==> src/rtl/fetch_unit_if.sv <==
// Fetch-unit boundary: instruction-memory request/response, execute redirect and decode handshake.
// "master" is the fetch unit's view; "slave" is the view of the surrounding memory/pipeline.
interface fetch_unit_if;
    logic        imem_req_valid;
    logic [31:0] imem_req_addr;
    logic        imem_req_ready;
    logic        imem_rsp_valid;
    logic [31:0] imem_rsp_data;
    logic        redirect_valid;
    logic [31:0] redirect_pc;
    logic        out_valid;
    logic        out_ready;
    logic [31:0] out_inst;
    logic [31:0] out_pc;

    modport master (
        output imem_req_valid, imem_req_addr,
        input  imem_req_ready, imem_rsp_valid, imem_rsp_data,
        input  redirect_valid, redirect_pc,
        output out_valid, out_inst, out_pc,
        input  out_ready
    );

    modport slave (
        input  imem_req_valid, imem_req_addr,
        output imem_req_ready, imem_rsp_valid, imem_rsp_data,
        output redirect_valid, redirect_pc,
        input  out_valid, out_inst, out_pc,
        output out_ready
    );
endinterface

==> src/rtl/fetch_unit.sv <==
// Instruction fetch front-end: credit-limited in-order requests to a variable-latency
// memory, a DEPTH-entry {pc, inst} queue to decode, and redirect flush with stale-response drop.
module fetch_unit #(
    parameter int unsigned DEPTH    = 4,
    parameter logic [31:0] RESET_PC = 32'h0000_0000
) (
    input logic          clk,
    input logic          rst,
    fetch_unit_if.master bus
);
    localparam int unsigned PTR_W = $clog2(DEPTH);
    localparam int unsigned CNT_W = PTR_W + 1;

    typedef logic [CNT_W-1:0] cnt_t;
    typedef logic [PTR_W-1:0] ptr_t;
    typedef struct packed {
        logic [31:0] pc;
        logic [31:0] inst;
    } entry_t;

    logic [31:0] fetch_pc;
    logic [31:0] rsp_pc;
    cnt_t        inflight;
    cnt_t        drop_cnt;
    cnt_t        count;
    ptr_t        rd_ptr;
    ptr_t        wr_ptr;
    entry_t      queue_mem [DEPTH];

    logic        credit_ok;
    logic        req_valid;
    logic        req_fire;
    logic        head_valid;
    logic        pop;
    logic        push;
    logic [31:0] redirect_tgt;
    cnt_t        inflight_after_rsp;

    // NOTE: every signal assigned in this block gets a value on every path, so no latch is inferred.
    always_comb begin
        // Slots already promised to outstanding requests count against the queue.
        credit_ok          = ({1'b0, inflight} + {1'b0, count}) < (CNT_W + 1)'(DEPTH);
        req_valid          = rst & ~bus.redirect_valid & credit_ok;
        req_fire           = req_valid & bus.imem_req_ready;
        head_valid         = (count != '0) & ~bus.redirect_valid;
        pop                = head_valid & bus.out_ready;
        push               = bus.imem_rsp_valid & (drop_cnt == '0) & ~bus.redirect_valid;
        redirect_tgt       = bus.redirect_pc & 32'hFFFF_FFFC;
        inflight_after_rsp = inflight - cnt_t'(bus.imem_rsp_valid);
    end

    assign bus.imem_req_valid = req_valid;
    assign bus.imem_req_addr  = fetch_pc;
    assign bus.out_valid      = head_valid;
    assign bus.out_inst       = queue_mem[rd_ptr].inst;
    assign bus.out_pc         = queue_mem[rd_ptr].pc;

    // NOTE: sequential state uses non-blocking assignments so every register samples pre-edge values.
    always_ff @(posedge clk or negedge rst) begin
        if (!rst) begin
            fetch_pc <= RESET_PC;
            rsp_pc   <= RESET_PC;
            inflight <= '0;
            drop_cnt <= '0;
            count    <= '0;
            rd_ptr   <= '0;
            wr_ptr   <= '0;
            // NOTE: the queue storage is reset because the head entry drives out_pc/out_inst directly.
            for (int i = 0; i < DEPTH; i++) begin
                queue_mem[i] <= '{pc: RESET_PC, inst: 32'h0};
            end
        end else begin
            inflight <= inflight_after_rsp + cnt_t'(req_fire);
            if (bus.redirect_valid) begin
                // Whatever is still outstanding after this cycle belongs to the old path.
                fetch_pc <= redirect_tgt;
                rsp_pc   <= redirect_tgt;
                drop_cnt <= inflight_after_rsp;
                count    <= '0;
                rd_ptr   <= '0;
                wr_ptr   <= '0;
            end else begin
                if (req_fire) begin
                    fetch_pc <= fetch_pc + 32'd4;
                end
                if (bus.imem_rsp_valid && drop_cnt != '0) begin
                    drop_cnt <= drop_cnt - cnt_t'(1);
                end
                if (push) begin
                    queue_mem[wr_ptr] <= '{pc: rsp_pc, inst: bus.imem_rsp_data};
                    wr_ptr            <= wr_ptr + ptr_t'(1);
                    rsp_pc            <= rsp_pc + 32'd4;
                end
                if (pop) begin
                    rd_ptr <= rd_ptr + ptr_t'(1);
                end
                count <= count + cnt_t'(push) - cnt_t'(pop);
            end
        end
    end
endmodule

==> src/flat_wrapper.sv <==
// flat-port wrapper written by rule: the top's interface ports become plain ports
module fetch_unit_flat 
#(
    parameter int unsigned DEPTH    = 4,
    parameter logic [31:0] RESET_PC = 32'h0000_0000
)
  (clk, rst, bus_imem_req_valid, bus_imem_req_addr, bus_imem_req_ready, bus_imem_rsp_valid, bus_imem_rsp_data, bus_redirect_valid, bus_redirect_pc, bus_out_valid, bus_out_inst, bus_out_pc, bus_out_ready);
  fetch_unit_if bus_i ();
  input logic clk;
  input logic rst;
  output wire logic [$bits(bus_i.imem_req_valid)-1:0] bus_imem_req_valid;
  output wire logic [$bits(bus_i.imem_req_addr)-1:0] bus_imem_req_addr;
  input wire logic [$bits(bus_i.imem_req_ready)-1:0] bus_imem_req_ready;
  input wire logic [$bits(bus_i.imem_rsp_valid)-1:0] bus_imem_rsp_valid;
  input wire logic [$bits(bus_i.imem_rsp_data)-1:0] bus_imem_rsp_data;
  input wire logic [$bits(bus_i.redirect_valid)-1:0] bus_redirect_valid;
  input wire logic [$bits(bus_i.redirect_pc)-1:0] bus_redirect_pc;
  output wire logic [$bits(bus_i.out_valid)-1:0] bus_out_valid;
  output wire logic [$bits(bus_i.out_inst)-1:0] bus_out_inst;
  output wire logic [$bits(bus_i.out_pc)-1:0] bus_out_pc;
  input wire logic [$bits(bus_i.out_ready)-1:0] bus_out_ready;
  assign bus_imem_req_valid = bus_i.imem_req_valid;
  assign bus_imem_req_addr = bus_i.imem_req_addr;
  assign bus_i.imem_req_ready = bus_imem_req_ready;
  assign bus_i.imem_rsp_valid = bus_imem_rsp_valid;
  assign bus_i.imem_rsp_data = bus_imem_rsp_data;
  assign bus_i.redirect_valid = bus_redirect_valid;
  assign bus_i.redirect_pc = bus_redirect_pc;
  assign bus_out_valid = bus_i.out_valid;
  assign bus_out_inst = bus_i.out_inst;
  assign bus_out_pc = bus_i.out_pc;
  assign bus_i.out_ready = bus_out_ready;
  fetch_unit #(.DEPTH(DEPTH), .RESET_PC(RESET_PC)) u_core (.clk(clk), .rst(rst), .bus(bus_i));
endmodule
==> config.mk <==
export PLATFORM = sky130hd
export DESIGN_NAME = fetch_unit_flat
export DESIGN_NICKNAME = d
export VERILOG_FILES = /design/src/rtl/fetch_unit_if.sv /design/src/rtl/fetch_unit.sv /design/src/flat_wrapper.sv
export SDC_FILE = /design/constraint.sdc
export NUM_CORES = 1
export LEC_CHECK = 0
export CORE_ASPECT_RATIO = 2
export CORE_MARGIN = 10
export CORE_UTILIZATION = 51
export DETAILED_ROUTE_END_ITERATION = 8
export PLACE_DENSITY = 0.76
export SLEW_MARGIN = 20
export SYNTH_ARGS = -nofsm -noshare
export SYNTH_HDL_FRONTEND = slang
export SYNTH_SLANG_ARGS = --single-unit
==> constraint.sdc <==
create_clock -name clk -period 2.25 [get_ports clk]
set_input_delay 0.5625 -clock clk [delete_from_list [all_inputs] [get_ports clk]]
set_output_delay 0.5625 -clock clk [all_outputs]
set_load 0.03 [all_outputs]
Yosys cells after proc, flatten, opt, wreduce, memory -nomap -nowiden:

Cells that the tools add are included.

* div/mod/pow operators: 0
* shift operators: 0
* multiplexer cells: 17
* magnitude comparators: 4
* equality and inequality tests: 0
* add/subtract/negate cells: 10
* reductions and logical operators: 10
* bitwise logic cells: 10
* $mul: 0

Operator list (count)
* bitwise mux 256 bit: 1
* two-way mux 64 bit: 3
* binary-select mux 64 bit (select 2 bit): 1
* demux 64 bit (select 2 bit): 1
* two-way mux 32 bit: 4
* adder 32 x 3 -> 32 bit (second input constant): 2
* two-way mux 3 bit: 3
* two-way mux 2 bit: 4
* nonzero test 2 bit: 4
* AND 1 bit: 7
* adder 3 x 1 -> 3 bit: 2
* >= comparator 3 bit (second input constant): 2
* inverter 2 -> 3 bit: 2
* nonzero test 3 bit: 2
* subtractor 3 x 1 -> 3 bit: 2
* adder 2 x 1 -> 2 bit (second input constant): 2
* adder 3 x 3 -> 4 bit: 1
* < comparator 4 x 3 -> 1 bit (second input constant): 1
* zero test 3 bit: 1
* < comparator 3 x 1 -> 1 bit (second input constant): 1
* subtractor 3 x 1 -> 3 bit (second input constant): 1
* logical AND 1 bit: 2
* AND reduction 2 bit: 1
* inverter 1 bit: 1

* bits in registers: 333
* output and inout port bits: 98
* word-level logic and storage cells: 66
* RAM bits: 0
* ROM bits: 0
* memories: 0
* latch bits: 0
* bits of input ports: 70

Depth between registers and ports, before layout:

Gate-level depths: netlist of run 1.

* depth after elaboration: 6
* depth in mapped cells: 11
* gate-level depth less buffers: 10

Least setup slack after synthesis of run 1:

No wires, ideal clock.

* path type: input to register
* from: input port bus_redirect_valid
* to: register u_core.count[2]
* buffers on the path: 3
* data arrival time: 2.517 ns
* setup time: 0.132 ns
* stages on the path: 11
* data required time: 2.118 ns
* path slack: -0.399 ns
* cells stage by stage: clkbuf_1 > clkbuf_1 > buf_1 > nor2_1 > ha_1 > inv_1 > ha_1 > inv_1 > fa_1 > xnor2_1 > nor2_1

* word-level cells in the longest chain between the ends: 5
* elaborated cells between the ends (all ways): 7
* classes of those cells: add/sub (2); mux (1); bitwise (4)

RTL lines
* from (decl): line flat_wrapper.sv:16 `input wire logic [$bits(bus_i.redirect_valid)-1:0] bus_redirect_valid;`
* inverter 1 bit (no line)
* AND 1 bit (on tied branches): line fetch_unit.sv:47, fetch_unit.sv:45
* adder 3 x 1 -> 3 bit or AND 1 bit (tied branches): line fetch_unit.sv:97, fetch_unit.sv:46
* subtractor 3 x 1 -> 3 bit: line fetch_unit.sv:97 `count <= count + cnt_t'(push) - cnt_t'(pop);`
* two-way mux 3 bit (*): line fetch_unit.sv:74 `if (bus.redirect_valid) begin`
* to (signal assigned): line fetch_unit.sv:97
* to (decl): line fetch_unit.sv:25 `cnt_t count;`

Mark *: on every way between the ends. The rest lies on a longest branch, timed or not.
A chain may end at the register's enable or synchronous reset.

Final worst setup path of run 1:

* from: register u_core.rd_ptr[0]
* to: output port bus_out_pc[25]

* word-level cells in the longest chain between the ends: 4

RTL lines
* from (decl): line fetch_unit.sv:26 `ptr_t rd_ptr;`
* from (signal assigned): line fetch_unit.sv:95 `rd_ptr <= rd_ptr + ptr_t'(1);`
* inverter 2 -> 3 bit (implied by the code): line fetch_unit.sv:56 `assign bus.out_pc = queue_mem[rd_ptr].pc;`
* binary-select mux 64 bit (select 2 bit): line fetch_unit.sv:56
* two-way mux 64 bit (2 in a row)
* to (decl): line flat_wrapper.sv:20 `output wire logic [$bits(bus_i.out_pc)-1:0] bus_out_pc;`

No other way between the ends. The select of a mux whose other input is x is not followed.

==> flow_metrics.env, run 1 <==
export IMPL_crit_path_end_kind="output port"
export IMPL_setup_violations=63
export IMPL_nFillCells=2109
export IMPL_n_antenna_cell=0
export IMPL_yosysMostFrequentCell="dfrtp_1"
export IMPL_ys_flop_type="dfrtp_1"
export IMPL_fmax_ghz=0.375
export IMPL_synthesis_area_um2=14900
export IMPL_core_area_um2=28800
export IMPL_required_ns=1.69
export IMPL_postSynthCellCount=1071
export IMPL_ant_nets=0
export IMPL_startpoint_type="flop"
export IMPL_async_reset_ff_share_pct=100
export IMPL_synth_top_area_share_pct=54.0
export IMPL_viasPerCell=5.84
export IMPL_path_class="flop to output port"
export IMPL_place_gp_congestion=0.955
export IMPL_insertion_delay_ns=0.55
export IMPL_wl_per_cell_um=21.7
export IMPL_synth_top_cells_by_area="dfrtp_1 (54%), mux2_2 (19%), mux4_2 (9.4%)"
export IMPL_maxSlewHeadroom_pct=28.9
export IMPL_cts_buffers=29
export IMPL_outcome="complete, but fails checks"
export IMPL_syn_area_per_cell_um2=13.9
export IMPL_initial_core_util_pct=51.5
export IMPL_htreeDepth=1
export IMPL_die_h_um=261
export IMPL_routed_wl_um=36500
export IMPL_min_delay_start="bus_redirect_valid"
export IMPL_dp_hpwl_um=24200
export IMPL_peakVddDrop_v=0.000657
export IMPL_antenna_found_initial=0
export IMPL_rsz0062_at_grt="true"
export IMPL_period_needed_ns=2.67
export IMPL_critPathLaunch="u_core.rd_ptr[0]"
export IMPL_synthDistinctLibCells=52
export IMPL_root_buffer="clkbuf_16"
export IMPL_cap_violations=0
export IMPL_synth_edff_count=0
export IMPL_area_growth_pct=28.0
export IMPL_io_pins=168
export IMPL_hold_violations=0
export IMPL_ys_seq_elements=321
export IMPL_clockBufferDepth=3
export IMPL_p_per_area_nw_per_um2=1110
export IMPL_grt_use_total_pct=19.8
export IMPL_setup_ws_ns=-0.420
export IMPL_numClockSinks=321
export IMPL_grt_overflow_total=0
export IMPL_worstReg2RegStart="u_core.bus.imem_req_addr[4]"
export IMPL_cp_arrival_ns=2.11
export IMPL_grt_pass1_wl_um=58900
export IMPL_drive_above_1_share_pct=42.3
export IMPL_leakage_nw=8.86
export IMPL_min_period_over_period_pct=119
export IMPL_finClkSkew_ns=0.0113
export IMPL_violations="negative setup slack"
export IMPL_num_vias=9832
export IMPL_grt_pass1_vias=10800
export IMPL_synth_top_cell_by_area="dfrtp_1"
export IMPL_worst_pin_slew_ns=1.07
export IMPL_grt_max_degree=185
export IMPL_hp_class="input port to flop"
export IMPL_slew_violations=0
export IMPL_synth_commonest_cells="dfrtp_1 (321), mux2_2 (253), mux4_2 (62)"
export IMPL_rows=88
export IMPL_drc=0
export IMPL_place_ws_ns=-0.356
export IMPL_die_w_um=141
export IMPL_die_area_um2=36800
export IMPL_r2r_slack_ns=0.04
export IMPL_tritoncts="built"
export IMPL_drt_pass1_iterations=6
export IMPL_first_iter_violations=459
export IMPL_synth_seq_area_share_pct=54.0
export IMPL_placement_io_buffers=161
export IMPL_hold_slack_ns=0.428
export IMPL_path_max_fanout=11
export IMPL_path_clk_slew_ns=0.07
export IMPL_fin_nets=1395
export IMPL_yosys_warnings=0
-- worst max-delay path, stage by stage, from the launching register on --
cell and delay (ns):
dfrtp_4 0.51, buf_12 0.14, buf_12 0.14, buf_12 0.14, mux4_2 0.45, buf_6 0.16
-- metrics by stage --
step                      cells  area (um2)  utilization [%]  TNS, ns  total power, mW
after global routing       1685       19000             66.0   -23.71             22.1
after global placement     1600       17500             60.7   -68.36             15.3
final                      1685       19000             66.0   -20.91             21.1
after floorplan            1074       14900                -  -0.0197             12.1
after CTS                  1678       18900             65.6   -23.61             21.2
after detailed placement   1600       17500             60.7   -76.48             15.5
-- placed cells by master, fill, tap and decap left out, types with 3 or more instances in the layout --
cell type | synthesis | routed
and2_1 | 3 | 3
buf_12 | 0 | 36
and3_1 | 12 | 11
o311ai_0 | 8 | 8
o21ai_0 | 36 | 36
xor2_1 | 23 | 23
buf_6 | 0 | 57
mux4_2 | 62 | 62
clkbuf_16 | 0 | 29
dfrtp_1 | 321 | 319
nand2_1 | 59 | 55
ha_1 | 16 | 14
clkdlybuf4s50_1 | 0 | 69
clkbuf_1 | 37 | 7
clkbuf_8 | 0 | 7
nand3_1 | 33 | 33
mux2_2 | 253 | 253
inv_1 | 19 | 18
xnor2_1 | 23 | 23
nor2_1 | 30 | 27
dlygate4sd2_1 | 0 | 21
conb_1 | 1 | 4
dlymetal6s2s_1 | 0 | 5
buf_4 | 4 | 83
or4_1 | 6 | 6
nand2_2 | 0 | 4
nand2b_1 | 4 | 4
o211ai_1 | 12 | 12
a31oi_1 | 4 | 4
nand4_1 | 27 | 27
nor3_1 | 4 | 4
a21oi_1 | 7 | 7
-- where the power goes --
group / switching, mW / internal, mW / total (mW)
Combinational: 4.03 / 4.57 / 8.59
Clock: 2.12 / 2.81 / 4.93
Sequential: 0.705 / 6.91 / 7.61
-- per-layer routing --
layer	GRT usage (%)	vias to the layer above	part of all wire, %
met5	0	-	0
met4	6.51	0	2.5
met3	2.81	65	3.9
met2	37.4	263	55
met1	22.1	5111	38
li1	-	4393	-
-- area by class of cell --
type / count / area (um2) / share of cell area (%)
repair buffers: 278 / 3030 / 15.9
clock buffers: 43 / 848 / 4.46
clock inverters: 5 / 81.3 / 0.427
inverters: 21 / 78.8 / 0.414
well taps: 360 / 450 / 2.37
multi-input cells: 657 / 6500 / 34.1
flip-flops and latches: 321 / 8040 / 42.2
-- path summary, 6_finish.rpt --
| kind | endpoint | cells after the start |
|---|---|---|
| setup / recovery | bus_out_pc[25] | 5 |
| hold / removal | u_core.wr_ptr[0] | 3 |
| setup reg to reg | u_core.bus.imem_req_addr[21] | 7 |
| hold reg to reg | u_core.queue_mem[233] | 2 |
| max in group asynchronous | u_core.queue_mem[228] | 4 |
| min in group asynchronous | u_core.bus.imem_req_addr[12] | 3 |
-- cell families (layout without fill, tap and decap cells) --
logic type	Yosys count	after routing	synth area share [%]
other	1	4	0.0252
adders and majority gates	17	17	1.48
muxes	317	317	28.7
AOI/OAI and AO/OA	78	78	3.33
DFF	321	321	54.0
buffers and inverters	96	347	2.77
and+or+nand+nor	195	195	6.97
xor gates and xnor gates	46	46	2.71
-- flip-flops by register name, indices dropped and copies added (netlist names) --
signal / count
u_core.queue_mem: 248
u_core.rd_ptr: 2
u_core.drop_cnt: 3
u_core.count: 3
u_core.inflight: 3
u_core.bus.imem_req_addr: 30
u_core.rsp_pc: 30
u_core.wr_ptr: 2
-- repair_timing --
action / in CTS / in global routing
hold endpoints to repair: 12 / 0
hold buffers: 1 / 0
pin swaps: 3 / 4
buffers inserted: 26 / 10
gates resized for setup: 258 / 43
endpoints found under the setup margin: 86 / 80
cloned: 3 / 0
Power figures use the tool's default switching activity.
==> run 2: changes to the inputs <==
--- a/config.mk
+++ b/config.mk
@@ -5,11 +5,13 @@
 export SDC_FILE = /design/constraint.sdc
 export NUM_CORES = 1
 export LEC_CHECK = 0
+export CELL_PAD_IN_SITES_DETAIL_PLACEMENT = 1
+export CELL_PAD_IN_SITES_GLOBAL_PLACEMENT = 2
 export CORE_ASPECT_RATIO = 2
 export CORE_MARGIN = 10
-export CORE_UTILIZATION = 51
+export CORE_UTILIZATION = 36
 export DETAILED_ROUTE_END_ITERATION = 8
-export PLACE_DENSITY = 0.76
+export PLACE_DENSITY_LB_ADDON = 0.1
 export SLEW_MARGIN = 20
 export SYNTH_ARGS = -nofsm -noshare
 export SYNTH_HDL_FRONTEND = slang
==> flow_metrics.env, run 2 (synthesized netlist as in run 1, its figures left out) <==
export IMPL_finClkSkew_ns=0.0130
export IMPL_die_area_um2=50300
export IMPL_power_mw=21.4
export IMPL_numClockSinks=321
export IMPL_routed_wl_um=42600
export IMPL_intPower_mw=14.3
export IMPL_slew_violations=0
export IMPL_p_clk_share_pct=25.0
export IMPL_regMostFlops="u_core.queue_mem"
export IMPL_wl_met1_um=16400
export IMPL_largest_register_ff_count=248
export IMPL_tritoncts="built"
export IMPL_path_clk_slew_ns=0.07
export IMPL_cp_arrival_ns=2.15
export IMPL_io_pins=168
export IMPL_initial_core_util_pct=36.3
export IMPL_dr_wl_met3_um=1990
export IMPL_root_buffer="clkbuf_16"
export IMPL_clockBufferDepth=3
export IMPL_hp_class="input port to async pin"
export IMPL_switching_share_pct=33.4
export IMPL_grt_pass1_wl_um=66400
export IMPL_critPathMostFrequentCell="buf_6"
export IMPL_cts_buffers=31
export IMPL_peakVddDrop_v=0.000544
export IMPL_drc=0
export IMPL_switchingPower_mw=7.15
export IMPL_violations="negative setup slack"
export IMPL_nFillCells=4169
export IMPL_final_common_cell="dfrtp_1"
export IMPL_wl_per_cell_um=22.8
export IMPL_slowest_stage="dfrtp_4"
export IMPL_grt_overflow_total=0
export IMPL_wl_met2_um=23200
export IMPL_fmax_ghz=0.369
export IMPL_outcome="complete, but fails checks"
export IMPL_rows=105
export IMPL_area_growth_pct=30.0
export IMPL_die_h_um=307
export IMPL_rsz0062_at_grt="true"
export IMPL_path_class="flop to output port"
export IMPL_startpoint_type="flop"
export IMPL_htreeDepth=1
export IMPL_num_vias=9703
export IMPL_placement_io_buffers=161
export IMPL_path_max_fanout=7
export IMPL_drt_pass1_iterations=4
export IMPL_layout_common_cells="dfrtp_1 (319), mux2_2 (253), buf_4 (73), buf_6 (70), clkdlybuf4s50_1 (65)"
export IMPL_cap_violations=0
export IMPL_period_needed_ns=2.71
export IMPL_top_layer="met4"
export IMPL_min_period_over_period_pct=121
export IMPL_path_cells="buf_12, buf_4, buf_6, mux4_2, buf_6"
export IMPL_core_area_um2=41000
export IMPL_multi_input_area_um2=6500
export IMPL_antenna_found_initial=0
export IMPL_worst_pin_slew_ns=0.717
export IMPL_place_ws_ns=-0.319
export IMPL_setup_violations=63
export IMPL_maxSlewHeadroom_pct=52.2
export IMPL_first_iter_violations=287
export IMPL_p_per_area_nw_per_um2=1110
export IMPL_p_comb_share_pct=39.5
export IMPL_seq_power_share_pct=35.5
export IMPL_dp_hpwl_um=29300
export IMPL_leakage_nw=8.94
export IMPL_n_antenna_cell=0
export IMPL_viasPerCell=5.21
export IMPL_grt_use_total_pct=16.9
export IMPL_fin_nets=1394
export IMPL_drive_above_1_share_pct=42.8
export IMPL_seqCellArea_um2=8040
export IMPL_ant_nets=0
export IMPL_insertion_delay_ns=0.58
export IMPL_place_gp_congestion=0.808
export IMPL_grt_pass1_vias=11200
export IMPL_die_w_um=164
export IMPL_cp_slowest_stage_delay_ns=0.55
export IMPL_hold_violations=0
export IMPL_grt_max_degree=125
export IMPL_setup_ws_ns=-0.461
export IMPL_crit_path_end_kind="output port"
export IMPL_required_ns=1.69
run 2: power groups by stage:
stage	sequential (mW)	clock (mW)	combinational, mW
2_1_floorplan	7.58	0	4.51
5_1_grt	7.76	5.77	9.04
3_3_place_gp	7.66	0	7.39
3_5_place_dp	7.73	0	7.48
6_report	7.62	5.35	8.46
4_1_cts	7.62	5.55	8.41
run 2: through the flow:
step                      hold slack [ns]  TNS [ns]  std cells  instance area, um2  util [%]
after CTS                           0.198    -26.68       1856               19200      46.7
final                               0.142    -22.66       1864               19300      47.1
after global routing                0.198    -26.31       1864               19300      47.1
after floorplan                     0.267   -0.0197       1074               14900         -
after global placement              0.459    -52.60       1783               17700      43.1
after detailed placement            0.468    -52.67       1783               17700      43.1
run 2: final cells by class:
type,instances,area share [%]
Inverter,21,0.408
Timing Repair Buffer,275,15.6
Tap cell,535,3.46
Clock inverter,14,0.673
Sequential cell,321,41.6
Clock buffer,41,4.57
Multi-Input combinational cell,657,33.6
run 2: path summary, 6_finish.rpt:
kind                                            start  slack (ns)  cells after the start                          end
worst max-delay path                 u_core.rd_ptr[0]       -0.46                      5             bus_out_inst[18]
worst min-delay path                              rst        0.14                      3        u_core.queue_mem[253]
worst max register to register        u_core.count[1]        0.08                      7  u_core.bus.imem_req_addr[7]
worst min register to register  u_core.queue_mem[169]        0.48                      2        u_core.queue_mem[169]
max in group asynchronous                         rst        0.94                      4         u_core.queue_mem[44]
min in group clk                   bus_redirect_valid        0.45                      3              u_core.count[2]
run 2: layer usage:
layer,vias up,global-route usage [%]
met5,-,0
met4,0,4.61
met3,51,2.98
met2,206,31.6
met1,5072,19.1
li1,4374,-
run 2: timing repair:
item                                    4_1_cts  5_1_grt
pin swaps                                     2        3
gates cloned                                  4        2
endpoints found under the setup margin       96       74
resized for setup                           203       28
hold buffers                                  0        0
buffers inserted                             14        8
run 2: critical path: cells and delay by family (launching register included):
kind                   cells  cell delay, ns
DFF                        1            0.55
muxes                      1            0.44
buffers and inverters      4            0.58
